## config.mk

```make
export PLATFORM = sky130hd
export DESIGN_NAME = spi_master_nss_flat
export DESIGN_NICKNAME = d
export VERILOG_FILES = /design/src/rtl/spi_master_nss_pkg.sv /design/src/rtl/spi_master_nss_if.sv /design/src/rtl/spi_master_nss_clk_gen.sv /design/src/rtl/spi_master_nss.sv /design/src/flat_wrapper.sv
export SDC_FILE = /design/constraint.sdc
export NUM_CORES = 1
export LEC_CHECK = 0
export BUFFER_PORTS_ARGS = -buffer_cell sky130_fd_sc_hd__buf_2
export CAP_MARGIN = 20
export CELL_PAD_IN_SITES_DETAIL_PLACEMENT = 0
export CELL_PAD_IN_SITES_GLOBAL_PLACEMENT = 1
export CORE_MARGIN = 2
export CORE_UTILIZATION = 45
export CTS_BUF_LIST = sky130_fd_sc_hd__clkbuf_2
export CTS_CLUSTER_SIZE = 8
export DETAILED_ROUTE_END_ITERATION = 10
export PLACE_DENSITY_LB_ADDON = 0.25
export RECOVER_POWER = 25
export SKIP_LAST_GASP = 1
export SYNTH_ARGS = -nofsm -noshare
export SYNTH_HDL_FRONTEND = slang
export SYNTH_SLANG_ARGS = --single-unit
```

## constraint.sdc

```tcl
create_clock -name clk -period 2.65 [get_ports clk]
set_input_delay 0.6625 -clock clk [delete_from_list [all_inputs] [get_ports clk]]
set_output_delay 0.6625 -clock clk [all_outputs]
set_load 0.05 [all_outputs]
```

## src/rtl/spi_master_nss_pkg.sv

```systemverilog
// Shared state encoding, SPI mode constants and mode-field helpers
// for the parametrised multi-slave SPI master.
package spi_pkg;

   typedef enum logic [2:0] {
      ST_IDLE  = 3'd0,
      ST_SETUP = 3'd1,
      ST_XFER  = 3'd2,
      ST_GAP   = 3'd3,
      ST_TAIL  = 3'd4
   } state_e;

   localparam logic [1:0] MODE0 = 2'b00;
   localparam logic [1:0] MODE1 = 2'b01;
   localparam logic [1:0] MODE2 = 2'b10;
   localparam logic [1:0] MODE3 = 2'b11;

   localparam int CPOL_IDX = 1;
   localparam int CPHA_IDX = 0;

   // CPHA=0 captures MISO on the leading SCLK edge, CPHA=1 on the trailing one.
   function automatic logic samples_on_lead(input logic [1:0] mode);
      return ~mode[CPHA_IDX];
   endfunction

endpackage

```

## src/rtl/spi_master_nss_if.sv

```systemverilog
// System-side word handshake between the sensor/log controller and the SPI master.
interface spi_master_nss_if #(
   parameter int DATABITS = 8,
   parameter int SPI_SIZE = 2
);
   logic [1:0]          i_mode;
   logic [SPI_SIZE-1:0] i_ss_code;
   logic                i_tx_dv;
   logic [DATABITS-1:0] i_tx_byte;
   logic                i_tx_last;
   logic                o_tx_ready;
   logic                o_rx_dv;
   logic [DATABITS-1:0] o_rx_byte;
   logic                o_busy;
   logic                o_err;

   modport slave (
      input  i_mode, i_ss_code, i_tx_dv, i_tx_byte, i_tx_last,
      output o_tx_ready, o_rx_dv, o_rx_byte, o_busy, o_err
   );

   modport master (
      output i_mode, i_ss_code, i_tx_dv, i_tx_byte, i_tx_last,
      input  o_tx_ready, o_rx_dv, o_rx_byte, o_busy, o_err
   );
endinterface

```

## src/rtl/spi_master_nss_clk_gen.sv

```systemverilog
// SCLK generator: half-bit counter producing lead/trail edge strobes one cycle
// ahead of the SCLK toggle, and a done strobe on the final edge of a word.
module spi_clk_gen #(
   parameter int DATABITS = 8,
   parameter int CLK_DIV  = 8
) (
   input  logic clk,
   input  logic rst,
   input  logic en_i,
   input  logic cpol_i,
   output logic sclk_o,
   output logic lead_o,
   output logic trail_o,
   output logic done_o
);

   localparam int HALF = CLK_DIV / 2;
   localparam int HW   = (HALF > 1) ? $clog2(HALF) : 1;
   localparam int EW   = $clog2(2 * DATABITS);

   logic [HW-1:0] half_q, half_d;
   logic [EW-1:0] edg_q, edg_d;
   logic          ph_q, ph_d;
   logic          tick;

   assign tick = en_i && (half_q == HW'(HALF - 1));

   always_comb begin
      half_d = half_q;
      edg_d  = edg_q;
      ph_d   = ph_q;
      if (!en_i) begin
         half_d = '0;
         edg_d  = '0;
         ph_d   = 1'b0;
      end else if (tick) begin
         half_d = '0;
         edg_d  = edg_q + EW'(1);
         ph_d   = ~ph_q;
      end else begin
         half_d = half_q + HW'(1);
      end
   end

   always_ff @(posedge clk) begin
      if (rst) begin
         half_q <= '0;
         edg_q  <= '0;
         ph_q   <= 1'b0;
      end else begin
         half_q <= half_d;
         edg_q  <= edg_d;
         ph_q   <= ph_d;
      end
   end

   // Even edge indices leave the idle level, odd ones return to it.
   assign lead_o  = tick && !edg_q[0];
   assign trail_o = tick &&  edg_q[0];
   assign done_o  = tick && (edg_q == EW'(2 * DATABITS - 1));
   assign sclk_o  = cpol_i ^ ph_q;

endmodule

```

## src/rtl/spi_master_nss.sv

```systemverilog
// Multi-slave SPI master with runtime mode select and CS-held word bursts:
// FSM, MOSI/MISO shift registers and chip-select decode.
module spi_master_nss
   import spi_pkg::*;
#(
   parameter int DATABITS    = 8,
   parameter int NUM_SS      = 4,
   parameter int SPI_SIZE    = 2,
   parameter int CLK_DIV     = 8,
   parameter int RST_MODE    = 3,
   parameter int GAP_TIMEOUT = 64
) (
   input  logic                clk,
   input  logic                rst,
   spi_master_nss_if.slave     bus,
   output logic                o_spi_clk,
   output logic                o_spi_mosi,
   input  logic                i_spi_miso,
   output logic [NUM_SS-1:0]   o_spi_cs_n
);

   localparam int HALF  = CLK_DIV / 2;
   localparam int CNT_W = $clog2(GAP_TIMEOUT + HALF + 1);

   state_e              state_q, state_d;
   logic [CNT_W-1:0]    cnt_q, cnt_d;
   logic [1:0]          mode_q, mode_d;
   logic [SPI_SIZE-1:0] ss_q, ss_d;
   logic                last_q, last_d;
   logic                mosi_q, mosi_d;
   logic [DATABITS-1:0] rx_byte_q, rx_byte_d;
   logic                rx_dv_q, rx_dv_d;
   logic                err_q, err_d;
   logic [DATABITS-1:0] tx_q, tx_d;
   logic [DATABITS-1:0] rx_q, rx_d;
   logic [DATABITS-1:0] rx_sh;
   logic                load;
   logic                code_ok;
   logic                clk_en, lead, trail, done;

   spi_clk_gen #(
      .DATABITS (DATABITS),
      .CLK_DIV  (CLK_DIV)
   ) u_clk_gen (
      .clk     (clk),
      .rst     (rst),
      .en_i    (clk_en),
      .cpol_i  (mode_q[CPOL_IDX]),
      .sclk_o  (o_spi_clk),
      .lead_o  (lead),
      .trail_o (trail),
      .done_o  (done)
   );

   assign clk_en  = (state_q == ST_XFER);
   assign code_ok = (32'(bus.i_ss_code) < NUM_SS);
   assign rx_sh   = (rx_q << 1) | DATABITS'(i_spi_miso);

   always_comb begin
      state_d   = state_q;
      cnt_d     = cnt_q;
      mode_d    = mode_q;
      ss_d      = ss_q;
      last_d    = last_q;
      mosi_d    = mosi_q;
      rx_byte_d = rx_byte_q;
      rx_dv_d   = 1'b0;
      err_d     = 1'b0;
      tx_d      = tx_q;
      rx_d      = rx_q;
      load      = 1'b0;

      unique case (state_q)
         ST_IDLE: begin
            if (bus.i_tx_dv) begin
               if (code_ok) begin
                  mode_d = bus.i_mode;
                  ss_d   = bus.i_ss_code;
                  load   = 1'b1;
               end else begin
                  err_d = 1'b1;
               end
            end
         end
         ST_SETUP: begin
            if (cnt_q == CNT_W'(HALF - 1)) begin
               cnt_d   = '0;
               state_d = ST_XFER;
            end else begin
               cnt_d = cnt_q + CNT_W'(1);
            end
         end
         ST_XFER: begin
            if (samples_on_lead(mode_q)) begin
               if (lead) rx_d = rx_sh;
               if (trail) begin
                  tx_d   = tx_q << 1;
                  mosi_d = tx_q[DATABITS-2];
               end
            end else begin
               if (lead) begin
                  mosi_d = tx_q[DATABITS-1];
                  tx_d   = tx_q << 1;
               end
               if (trail) rx_d = rx_sh;
            end
            if (done) begin
               rx_byte_d = rx_d;
               rx_dv_d   = 1'b1;
               cnt_d     = '0;
               state_d   = last_q ? ST_TAIL : ST_GAP;
            end
         end
         ST_GAP: begin
            // Mode and slave stay locked for the whole burst.
            if (bus.i_tx_dv) begin
               load = 1'b1;
            end else if (cnt_q == CNT_W'(GAP_TIMEOUT - 1)) begin
               cnt_d   = '0;
               state_d = ST_TAIL;
            end else begin
               cnt_d = cnt_q + CNT_W'(1);
            end
         end
         ST_TAIL: begin
            if (cnt_q == CNT_W'(HALF - 1)) begin
               cnt_d   = '0;
               state_d = ST_IDLE;
            end else begin
               cnt_d = cnt_q + CNT_W'(1);
            end
         end
         default: state_d = ST_IDLE;
      endcase

      if (load) begin
         tx_d    = bus.i_tx_byte;
         last_d  = bus.i_tx_last;
         cnt_d   = '0;
         state_d = ST_SETUP;
         if (samples_on_lead(mode_d)) mosi_d = bus.i_tx_byte[DATABITS-1];
      end
   end

   always_ff @(posedge clk) begin
      if (rst) begin
         state_q   <= ST_IDLE;
         cnt_q     <= '0;
         mode_q    <= 2'(RST_MODE);
         ss_q      <= '0;
         last_q    <= 1'b0;
         mosi_q    <= 1'b0;
         rx_byte_q <= '0;
         rx_dv_q   <= 1'b0;
         err_q     <= 1'b0;
      end else begin
         state_q   <= state_d;
         cnt_q     <= cnt_d;
         mode_q    <= mode_d;
         ss_q      <= ss_d;
         last_q    <= last_d;
         mosi_q    <= mosi_d;
         rx_byte_q <= rx_byte_d;
         rx_dv_q   <= rx_dv_d;
         err_q     <= err_d;
      end
   end

   // Shift registers carry data only; their contents are reloaded per word.
   always_ff @(posedge clk) begin
      tx_q <= tx_d;
      rx_q <= rx_d;
   end

   always_comb begin
      o_spi_cs_n = '1;
      for (int k = 0; k < NUM_SS; k++) begin
         if ((state_q != ST_IDLE) && (ss_q == SPI_SIZE'(k))) o_spi_cs_n[k] = 1'b0;
      end
   end

   assign o_spi_mosi     = mosi_q;
   assign bus.o_tx_ready = (state_q == ST_IDLE) || (state_q == ST_GAP);
   assign bus.o_busy     = (state_q != ST_IDLE);
   assign bus.o_rx_dv    = rx_dv_q;
   assign bus.o_rx_byte  = rx_byte_q;
   assign bus.o_err      = err_q;

endmodule

```

## src/flat_wrapper.sv

```systemverilog
// flat-port wrapper written by rule: the top's interface ports become plain ports
module spi_master_nss_flat import spi_pkg::*;
#(
   parameter int DATABITS    = 8,
   parameter int NUM_SS      = 4,
   parameter int SPI_SIZE    = 2,
   parameter int CLK_DIV     = 8,
   parameter int RST_MODE    = 3,
   parameter int GAP_TIMEOUT = 64
)
  (clk, rst, o_spi_clk, o_spi_mosi, i_spi_miso, o_spi_cs_n, bus_i_mode, bus_i_ss_code, bus_i_tx_dv, bus_i_tx_byte, bus_i_tx_last, bus_o_tx_ready, bus_o_rx_dv, bus_o_rx_byte, bus_o_busy, bus_o_err);
  spi_master_nss_if #(.DATABITS(DATABITS), .SPI_SIZE(SPI_SIZE)) bus_i ();
  input  logic clk;
  input  logic rst;
  output logic o_spi_clk;
  output logic o_spi_mosi;
  input  logic i_spi_miso;
  output logic [NUM_SS-1:0] o_spi_cs_n;
  input wire logic [$bits(bus_i.i_mode)-1:0] bus_i_mode;
  input wire logic [$bits(bus_i.i_ss_code)-1:0] bus_i_ss_code;
  input wire logic [$bits(bus_i.i_tx_dv)-1:0] bus_i_tx_dv;
  input wire logic [$bits(bus_i.i_tx_byte)-1:0] bus_i_tx_byte;
  input wire logic [$bits(bus_i.i_tx_last)-1:0] bus_i_tx_last;
  output wire logic [$bits(bus_i.o_tx_ready)-1:0] bus_o_tx_ready;
  output wire logic [$bits(bus_i.o_rx_dv)-1:0] bus_o_rx_dv;
  output wire logic [$bits(bus_i.o_rx_byte)-1:0] bus_o_rx_byte;
  output wire logic [$bits(bus_i.o_busy)-1:0] bus_o_busy;
  output wire logic [$bits(bus_i.o_err)-1:0] bus_o_err;
  assign bus_i.i_mode = bus_i_mode;
  assign bus_i.i_ss_code = bus_i_ss_code;
  assign bus_i.i_tx_dv = bus_i_tx_dv;
  assign bus_i.i_tx_byte = bus_i_tx_byte;
  assign bus_i.i_tx_last = bus_i_tx_last;
  assign bus_o_tx_ready = bus_i.o_tx_ready;
  assign bus_o_rx_dv = bus_i.o_rx_dv;
  assign bus_o_rx_byte = bus_i.o_rx_byte;
  assign bus_o_busy = bus_i.o_busy;
  assign bus_o_err = bus_i.o_err;
  spi_master_nss #(.DATABITS(DATABITS), .NUM_SS(NUM_SS), .SPI_SIZE(SPI_SIZE), .CLK_DIV(CLK_DIV), .RST_MODE(RST_MODE), .GAP_TIMEOUT(GAP_TIMEOUT)) u_core (.clk(clk), .rst(rst), .bus(bus_i), .o_spi_clk(o_spi_clk), .o_spi_mosi(o_spi_mosi), .i_spi_miso(i_spi_miso), .o_spi_cs_n(o_spi_cs_n));
endmodule
```

Yosys cells after proc, flatten, opt, wreduce, memory -nomap -nowiden
Index checks and enable logic that the tools add are counted.

Memories: 0. Output and inout port bits: 18. Flip-flop bits (word level): 48. Latch bits: 0. Input port bits: 17. Memory bits (writable): 0. ROM bits: 0. Logic and storage cells: 109.

$add $sub $neg: 3. $lt $le $gt $ge: 0. Bitwise logic cells: 5. Shift operators: 0. Multipliers: 0. Reductions and logical operators: 27. Multiplexer cells: 36. Divide/modulo/power cells: 0. Eq/ne operators: 23.

Operator list (number): 8-bit two-way mux (8); 7-bit two-way mux (4); 7-bit case mux with 3 select lines (1); 3-bit two-way mux (6); 1-bit two-way mux (16); 3-bit case mux with 5 select lines (1); 3-bit by 1-bit inequality test with 1-bit output (second input constant) (4); 6-bit AND reduction (2); 2-bit by 1-bit inequality test with 1-bit output (second input constant) (5); 3-bit nonzero test (3); 1-bit logical AND (8); 8-bit by 1-bit bitwise OR with 8-bit output (1); 2-bit OR reduction (4); 7-bit by 1-bit adder with 7-bit output (second input constant) (1); 7-bit by 2-bit equality test with 1-bit output (second input constant) (1); 7-bit by 6-bit equality test with 1-bit output (second input constant) (1); 2-bit equality test (second input constant) (3); 3-bit by 2-bit equality test with 1-bit output (second input constant) (2); 3-bit AND reduction (2); 4-bit by 1-bit adder with 4-bit output (second input constant) (1); 4-bit equality test (second input constant) (1); 2-bit AND reduction (2); 3-bit by 1-bit equality test with 1-bit output (second input constant) (1); 3-bit equality test (second input constant) (1); 13 further kinds (15).

Depth between registers and ports, before layout
Gate-level depths: netlist (run 1).

Depth after elaboration: 8. Mapped depth: 7. Depth with buffers taken out: 6.

Cells and area by module
Synthesis (run 1) repeated with hierarchy kept, for this count alone.

Cells, all modules: 224. Area total of the unflattened synthesis: 2252.2 um2.

By module, submodules not included: spi_master_nss (seq. area each 980.9 um2, area an instance 1936.9 um2, cells an instance 192, instances 1); spi_clk_gen (seq. area each 140.1 um2, area an instance 315.3 um2, cells an instance 32, instances 1).

Worst setup path before layout (run 1)
No wires, ideal clock.

Kind: register to output. Start: reg u_core.state_q[0]. End: out o_spi_cs_n[3]. Path slack: 41 ps. Path buffers: 1. Arrival time: 1947 ps. Stages on the path, launching flop included: 5. Data required time: 1987 ps. Cells stage by stage: dfxtp_1 buf_2 nor3_1 inv_1 nand3_1.

Cells in the longest elaborated chain, start to end: 3.

RTL lines: start: declaration (RTL line spi_master_nss.sv:25) `state_e state_q, state_d;`; start signal: assignment (RTL line spi_master_nss.sv:157) `state_q <= state_d;`; 3-bit nonzero test; net bus_o_busy (RTL line flat_wrapper.sv:27) `output wire logic [$bits(bus_i.o_busy)-1:0] bus_o_busy;`; 1-bit logical AND (RTL line spi_master_nss.sv:178) `if ((state_q != ST_IDLE) && (ss_q == SPI_SIZE'(k))) o_spi_cs_n[k] = 1'b0;`; 1-bit two-way mux (RTL line spi_master_nss.sv:178); end: declaration (RTL line flat_wrapper.sv:18) `output logic [NUM_SS-1:0] o_spi_cs_n;`.

The timed path passes the listed nets, and every way through them passes these cells.

Final worst setup path (run 1)
Start: reg u_core.state_q[2]. End: out o_spi_cs_n[0].

Cells in the longest elaborated chain, start to end: 3.

RTL lines (RTL line): 3-bit nonzero test (spi_master_nss.sv:178); 1-bit logical AND (spi_master_nss.sv:178); 1-bit two-way mux (spi_master_nss.sv:178).

No other way between the ends.

==> flow_metrics.env, run 1 <==
export IMPL_status="complete, no violations"
export IMPL_met2_length_um=1949
export IMPL_dpl_cell_count=310
export IMPL_routed_wl_um=4137
export IMPL_clock_fmax_ghz=0.4106
export IMPL_io_buffer_count=33
export IMPL_die_x_um=74.37
export IMPL_grt_pass1_wl_um=6879
export IMPL_worstHoldPathType="reg -> reg"
export IMPL_arrival_ns=1.77
export IMPL_drt_met1_wl_um=1969
export IMPL_die_h_um=74.37
export IMPL_multi_input_area_um2=1052
export IMPL_fillers=452
export IMPL_drv_cap=0
export IMPL_cp_data_required_time_ns=1.99
export IMPL_rsz0062_at_grt="no"
export IMPL_vdd_drop_max_v=0.0003202
export IMPL_placed_area_um2=2460
export IMPL_drc=0
export IMPL_antenna_found_initial=0
export IMPL_layout_cells_non_filler=318
export IMPL_cts_tree="done"
export IMPL_insertedDiodeCount=0
export IMPL_max_stage_delay_ns=0.58
export IMPL_crit_chain="nor3_1, buf_4, or3_1, buf_2"
export IMPL_final_cell_mix="dfxtp_1, buf_2, nor2_1"
export IMPL_top_layer_used="met4"
export IMPL_drive_above_1_share=0.2430
export IMPL_avgSynthCellArea_um2=10.32
export IMPL_finish_instance_area_um2=2495
export IMPL_drtAntennaViolNets=0
export IMPL_hold_viol=0
export IMPL_syn_cell_area_um2=2228
export IMPL_syn_nets=236
export IMPL_reg2reg_depth=6
export IMPL_ios=35
export IMPL_timing_rr_start="u_core.u_clk_gen.half_q[0]$_SDFF_PP0_"
export IMPL_finalSetupViolations=0
export IMPL_vias_per_cell=5.060
export IMPL_p_leak_nw=0.9016
export IMPL_slew_viol_final=0
export IMPL_dr_total_vias=1609
export IMPL_nNetsFinal=270
export IMPL_clk_path_buf_depth=2
export IMPL_rows=25
export IMPL_crit_path_start="u_core.state_q[2]$_SDFFE_PP0P_"
export IMPL_power_density_nw_per_um2=485.0
export IMPL_timing_critical_path_max_delay_family="flip-flops"
export IMPL_path_clk_slew_ns=0.22
export IMPL_crit_slowest_cell="dfxtp_1"
export IMPL_ys_ff_latch=48
export IMPL_synth_area_top_cells="dfxtp_1, edfxtp_1, mux2_2"
export IMPL_min_period_ns=2.435
export IMPL_synthCells=216
export IMPL_cp_depth=4
export IMPL_grt_max_degree=16
export IMPL_crit_buf_inv=2
export IMPL_core_um2=4755
export IMPL_tns_ns=0
export IMPL_skew_ns=0.01479
export IMPL_drt_iter0_markers=53
export IMPL_path_max_fanout=12
export IMPL_yosysTopAreaCell="dfxtp_1"
export IMPL_total_power_mw=1.210
export IMPL_h_tree_depth=2
export IMPL_register_area_um2=1124
export IMPL_initial_core_util=0.4687
export IMPL_holdPathStages=1
export IMPL_cts_setup_buffers=0
export IMPL_cts_root_buffer="clkbuf_2"
export IMPL_cts_made_buffers=5
export IMPL_grt_total_usage=0.1643
export IMPL_first_global_vias=1446
export IMPL_hpwlAfterDp_um=2999
export IMPL_slew_headroom=0.5935
export IMPL_end_kind="output pin"
export IMPL_synth_warnings=0
export IMPL_final_common_cell="dfxtp_1"
export IMPL_hold_start="u_core.u_clk_gen.half_q[0]$_SDFF_PP0_"
export IMPL_grt_overflow=0
export IMPL_dieArea_um2=5531
export IMPL_cp_start_kind="flip-flop"
export IMPL_gp_congestion=0.7296
export IMPL_syn_to_final_growth_pct=11.96
export IMPL_ys_types=46
export IMPL_clock_sinks=48
export IMPL_crit_type="reg -> out"
export IMPL_synth_seq_area_share=0.5031
export IMPL_yosysTopAreaCellShare=0.2875
export IMPL_wl_per_cell_um=13.01
export IMPL_min_period_over_period=0.9189
export IMPL_wl_met3_um=164
export IMPL_firstDrtPassIters=4
export IMPL_synth_top_flop_cell="dfxtp_1"
export IMPL_synth_edf_count=16
export IMPL_async_reset_ff_frac=0
export IMPL_tightest_slew_ns=0.6094
export IMPL_worstSkewPairLatency_ns=0.41
routing by layer:
metal  global-route usage  vias to the layer above
li1                     -                      840
met2               0.2655                       27
met4              0.04762                        0
met1               0.2198                      737
met3              0.04065                        5
met5                    0                        -
cells in the mapped netlist, types with 4 or more instances:
cell	n
nor3_1	6
nor2b_1	4
clkbuf_1	6
xnor2_1	5
nand2_1	20
inv_1	4
o21ai_0	7
mux2i_1	11
edfxtp_1	16
a21oi_1	7
nand3_1	12
mux2_2	14
dfxtp_1	32
nor2_1	25
worst paths after layout:
check,endpoint,slack [ns]
max,o_spi_cs_n[0],0.21
min,u_core.u_clk_gen.half_q[0]$_SDFF_PP0_,0.45
max reg2reg,u_core.bus.o_rx_byte[7]$_SDFFE_PP0P_,0.63
min reg2reg,u_core.u_clk_gen.half_q[0]$_SDFF_PP0_,0.45
sequential cells by signal (all words and copies together) (netlist names):
name,flops
u_core.u_clk_gen.ph_q,1
u_core.bus.o_rx_dv,1
u_core.u_clk_gen.edg_q,4
u_core.state_q,3
u_core.o_spi_mosi,1
u_core.rx_q,8
u_core.last_q,1
u_core.cnt_q,7
u_core.ss_q,2
u_core.u_clk_gen.half_q,2
u_core.mode_q,2
u_core.bus.o_rx_byte,8
u_core.tx_q,8
layout make-up:
type / instances / area share
flip-flops and latches: 48 / 0.4504
well taps: 67 / 0.03360
clock inverters: 1 / 0.001505
clock buffers: 7 / 0.01404
multi-input cells: 155 / 0.4218
inverters: 4 / 0.006018
repair buffers: 36 / 0.07272
where the power goes:
group | total [mW] | leakage (nW) | switching (mW) | internal, mW
logic | 0.130 | 0.486 | 0.0796 | 0.0505
clock network | 0.282 | 0.0306 | 0.212 | 0.0706
registers | 0.797 | 0.385 | 0.0161 | 0.781
total | 1.21 | 0.902 | 0.307 | 0.903
repair_timing:
action,4_1_cts,5_1_grt
hold buffers,0,0
hold endpoints to repair,0,0
resized for setup,0,2
setup endpoints to repair,0,1
metrics by stage:
stage / worst slack, ns / utilization / hold WS (ns)
after floorplan: 0.04063 / - / 0.4043
after global placement: 0.4372 / 0.5174 / 0.4187
after detailed placement: 0.4226 / 0.5174 / 0.4226
after CTS: 0.06672 / 0.5255 / 0.4467
after global routing: 0.05381 / 0.5247 / 0.4569
final: 0.2148 / 0.5247 / 0.4453
kinds of logic (layout without fill, tap and decap cells):
logic type	Yosys count	after routing	share of synthesized area
AO/OA/AOI/OAI	28	28	0.08422
buffers and inverters	13	48	0.02470
multiplexers	26	26	0.1252
flip-flops	48	48	0.5031
XOR/XNOR	8	8	0.03144
other	1	1	0.001683
adder cells (fa/ha/maj)	3	3	0.01685
AND/OR/NAND/NOR	89	89	0.2128
Note: power is estimated with default switching activity, not from simulation.
==> run 2: changes to the inputs <==
--- a/config.mk
+++ b/config.mk
@@ -9,7 +9,6 @@
 export CAP_MARGIN = 20
 export CELL_PAD_IN_SITES_DETAIL_PLACEMENT = 0
 export CELL_PAD_IN_SITES_GLOBAL_PLACEMENT = 1
-export CORE_MARGIN = 2
 export CORE_UTILIZATION = 45
 export CTS_BUF_LIST = sky130_fd_sc_hd__clkbuf_2
 export CTS_CLUSTER_SIZE = 8
==> run 2 against run 1 <==
Net effect:
- count of clock-buffer cells in the layout unchanged
- wire length decreased by 3.7%
- die area decreased by 5.3%
- register-to-register slack improved by 0.02 ns
- highest routed layer unchanged
- worst hold slack about the same
- critical endpoint unchanged
- core utilization increased by 0.11 points
==> flow_metrics.env, run 2 (synthesis results as in run 1) <==
export IMPL_firstDrtPassIters=4
export IMPL_final_common_cell="buf_2"
export IMPL_skew_ns=0.01506
export IMPL_dieArea_um2=5237
export IMPL_drtAntennaViolNets=0
export IMPL_drive_above_1_share=0.2590
export IMPL_final_cell_mix="buf_2, dfxtp_1, nor2_1"
export IMPL_worstHoldPathType="reg -> reg"
export IMPL_ctsResizeCount=0
export IMPL_nNetsFinal=270
export IMPL_io_buffer_count=33
export IMPL_holdPathStages=1
export IMPL_gp_congestion=0.7383
export IMPL_ios=35
export IMPL_whs_endpoint="u_core.u_clk_gen.half_q[0]$_SDFF_PP0_"
export IMPL_arrival_ns=1.79
export IMPL_min_period_ns=2.456
export IMPL_end_kind="output pin"
export IMPL_worstSkewPairLatency_ns=0.40
export IMPL_hold_start="u_core.u_clk_gen.half_q[0]$_SDFF_PP0_"
export IMPL_hold_viol=0
export IMPL_clk_path_buf_depth=2
export IMPL_die_h_um=72.37
export IMPL_grt_overflow=0
export IMPL_core_um2=4755
export IMPL_cts_made_buffers=5
export IMPL_grt_pass1_wl_um=6706
export IMPL_clock_fmax_ghz=0.4071
export IMPL_grt_total_usage=0.1636
export IMPL_placed_area_um2=2460
export IMPL_rows=25
export IMPL_insertedDiodeCount=0
export IMPL_min_period_over_period=0.9268
export IMPL_drc=0
export IMPL_drt_iter0_markers=55
export IMPL_cts_setup_buffers=0
export IMPL_dr_total_vias=1620
export IMPL_slew_viol_final=0
export IMPL_h_tree_depth=2
export IMPL_tightest_slew_ns=0.6255
export IMPL_rsz0062_at_grt="no"
export IMPL_crit_type="reg -> out"
export IMPL_wl_per_cell_um=12.52
export IMPL_cts_tree="done"
export IMPL_reg2reg_depth=6
export IMPL_status="complete, no violations"
export IMPL_clock_sinks=48
export IMPL_setup_ws_ns=0.1939
export IMPL_power_density_nw_per_um2=482.7
export IMPL_routed_wl_um=3982
export IMPL_hpwlAfterDp_um=2889
export IMPL_cp_data_required_time_ns=1.99
export IMPL_vdd_drop_max_v=0.0003074
export IMPL_dpl_cell_count=310
export IMPL_reg2reg_to="u_core.bus.o_rx_byte[7]$_SDFFE_PP0P_"
export IMPL_slew_headroom=0.5827
export IMPL_timing_rr_start="u_core.u_clk_gen.half_q[0]$_SDFF_PP0_"
export IMPL_cp_start_kind="flip-flop"
export IMPL_cts_root_buffer="clkbuf_2"
export IMPL_finalSetupViolations=0
export IMPL_first_global_vias=1444
export IMPL_tns_ns=0
export IMPL_path_clk_slew_ns=0.20
export IMPL_vias_per_cell=5.094
export IMPL_grt_max_degree=16
export IMPL_initial_core_util=0.4687
export IMPL_finish_instance_area_um2=2500
export IMPL_post_place_ws_ns=0.4439
export IMPL_ff2ff_setup_slack_ns=0.65
export IMPL_antenna_found_initial=0
export IMPL_drv_cap=0
export IMPL_layout_cells_non_filler=318
export IMPL_syn_to_final_growth_pct=12.18
export IMPL_die_x_um=72.37
export IMPL_p_leak_nw=0.9212
export IMPL_path_max_fanout=14
export IMPL_cts_hold_buf=0
==> run 2: worst max-delay path by stage <==
stage / start / endpoint / slack (ns)
final: u_core.state_q[1]$_SDFFE_PP0P_ / o_spi_cs_n[0] / 0.19
after floorplan: u_core.state_q[0]$_SDFFE_PP0P_ / o_spi_cs_n[3] / 0.04
after CTS: u_core.state_q[0]$_SDFFE_PP0P_ / o_spi_cs_n[0] / 0.11
after detailed placement: bus_i_tx_dv / u_core.cnt_q[4]$_SDFFE_PP0P_ / 0.44
after global routing: u_core.state_q[1]$_SDFFE_PP0P_ / o_spi_cs_n[0] / 0.03
after global placement: bus_i_tx_dv / u_core.cnt_q[2]$_SDFFE_PP0P_ / 0.46
==> run 2: final cells by class <==
type | count | area [um2]
clock buffers | 7 | 35.03
clock inverters | 1 | 5.005
fillers | 457 | 2255
inverters | 4 | 15.01
multi-input cells | 155 | 1052
flip-flops and latches | 48 | 1122
well taps | 67 | 83.83
repair buffers | 36 | 186.4
==> run 2: critical path: stages (launching register included) <==
cell and delay (ns):
dfxtp_1 0.64, nor3_1 0.08, buf_4 0.18, or3_1 0.29, buf_2 0.21
==> run 2: per-stage QoR <==
stage	hold slack (ns)	total power [mW]	util
2_1_floorplan	0.4043	0.9055	-
4_1_cts	0.4490	1.227	0.5258
3_5_place_dp	0.4243	0.9419	0.5174
5_1_grt	0.4527	1.266	0.5258
6_report	0.4456	1.207	0.5258
3_3_place_gp	0.4189	0.9410	0.5174
==> run 2: report_power, final <==
| group | internal, mW | total, mW | switching [mW] |
|---|---|---|---|
| logic | 0.0505 | 0.129 | 0.0785 |
| clock network | 0.0721 | 0.281 | 0.209 |
| registers | 0.781 | 0.797 | 0.0154 |
==> run 2: metal layers <==
metal | global-route usage | up-vias | share of wire
met5 | 0 | - | 0
met4 | 0.03922 | 0 | 0.0050
met3 | 0.04306 | 4 | 0.040
met2 | 0.2555 | 27 | 0.47
met1 | 0.2268 | 752 | 0.49
li1 | - | 837 | -
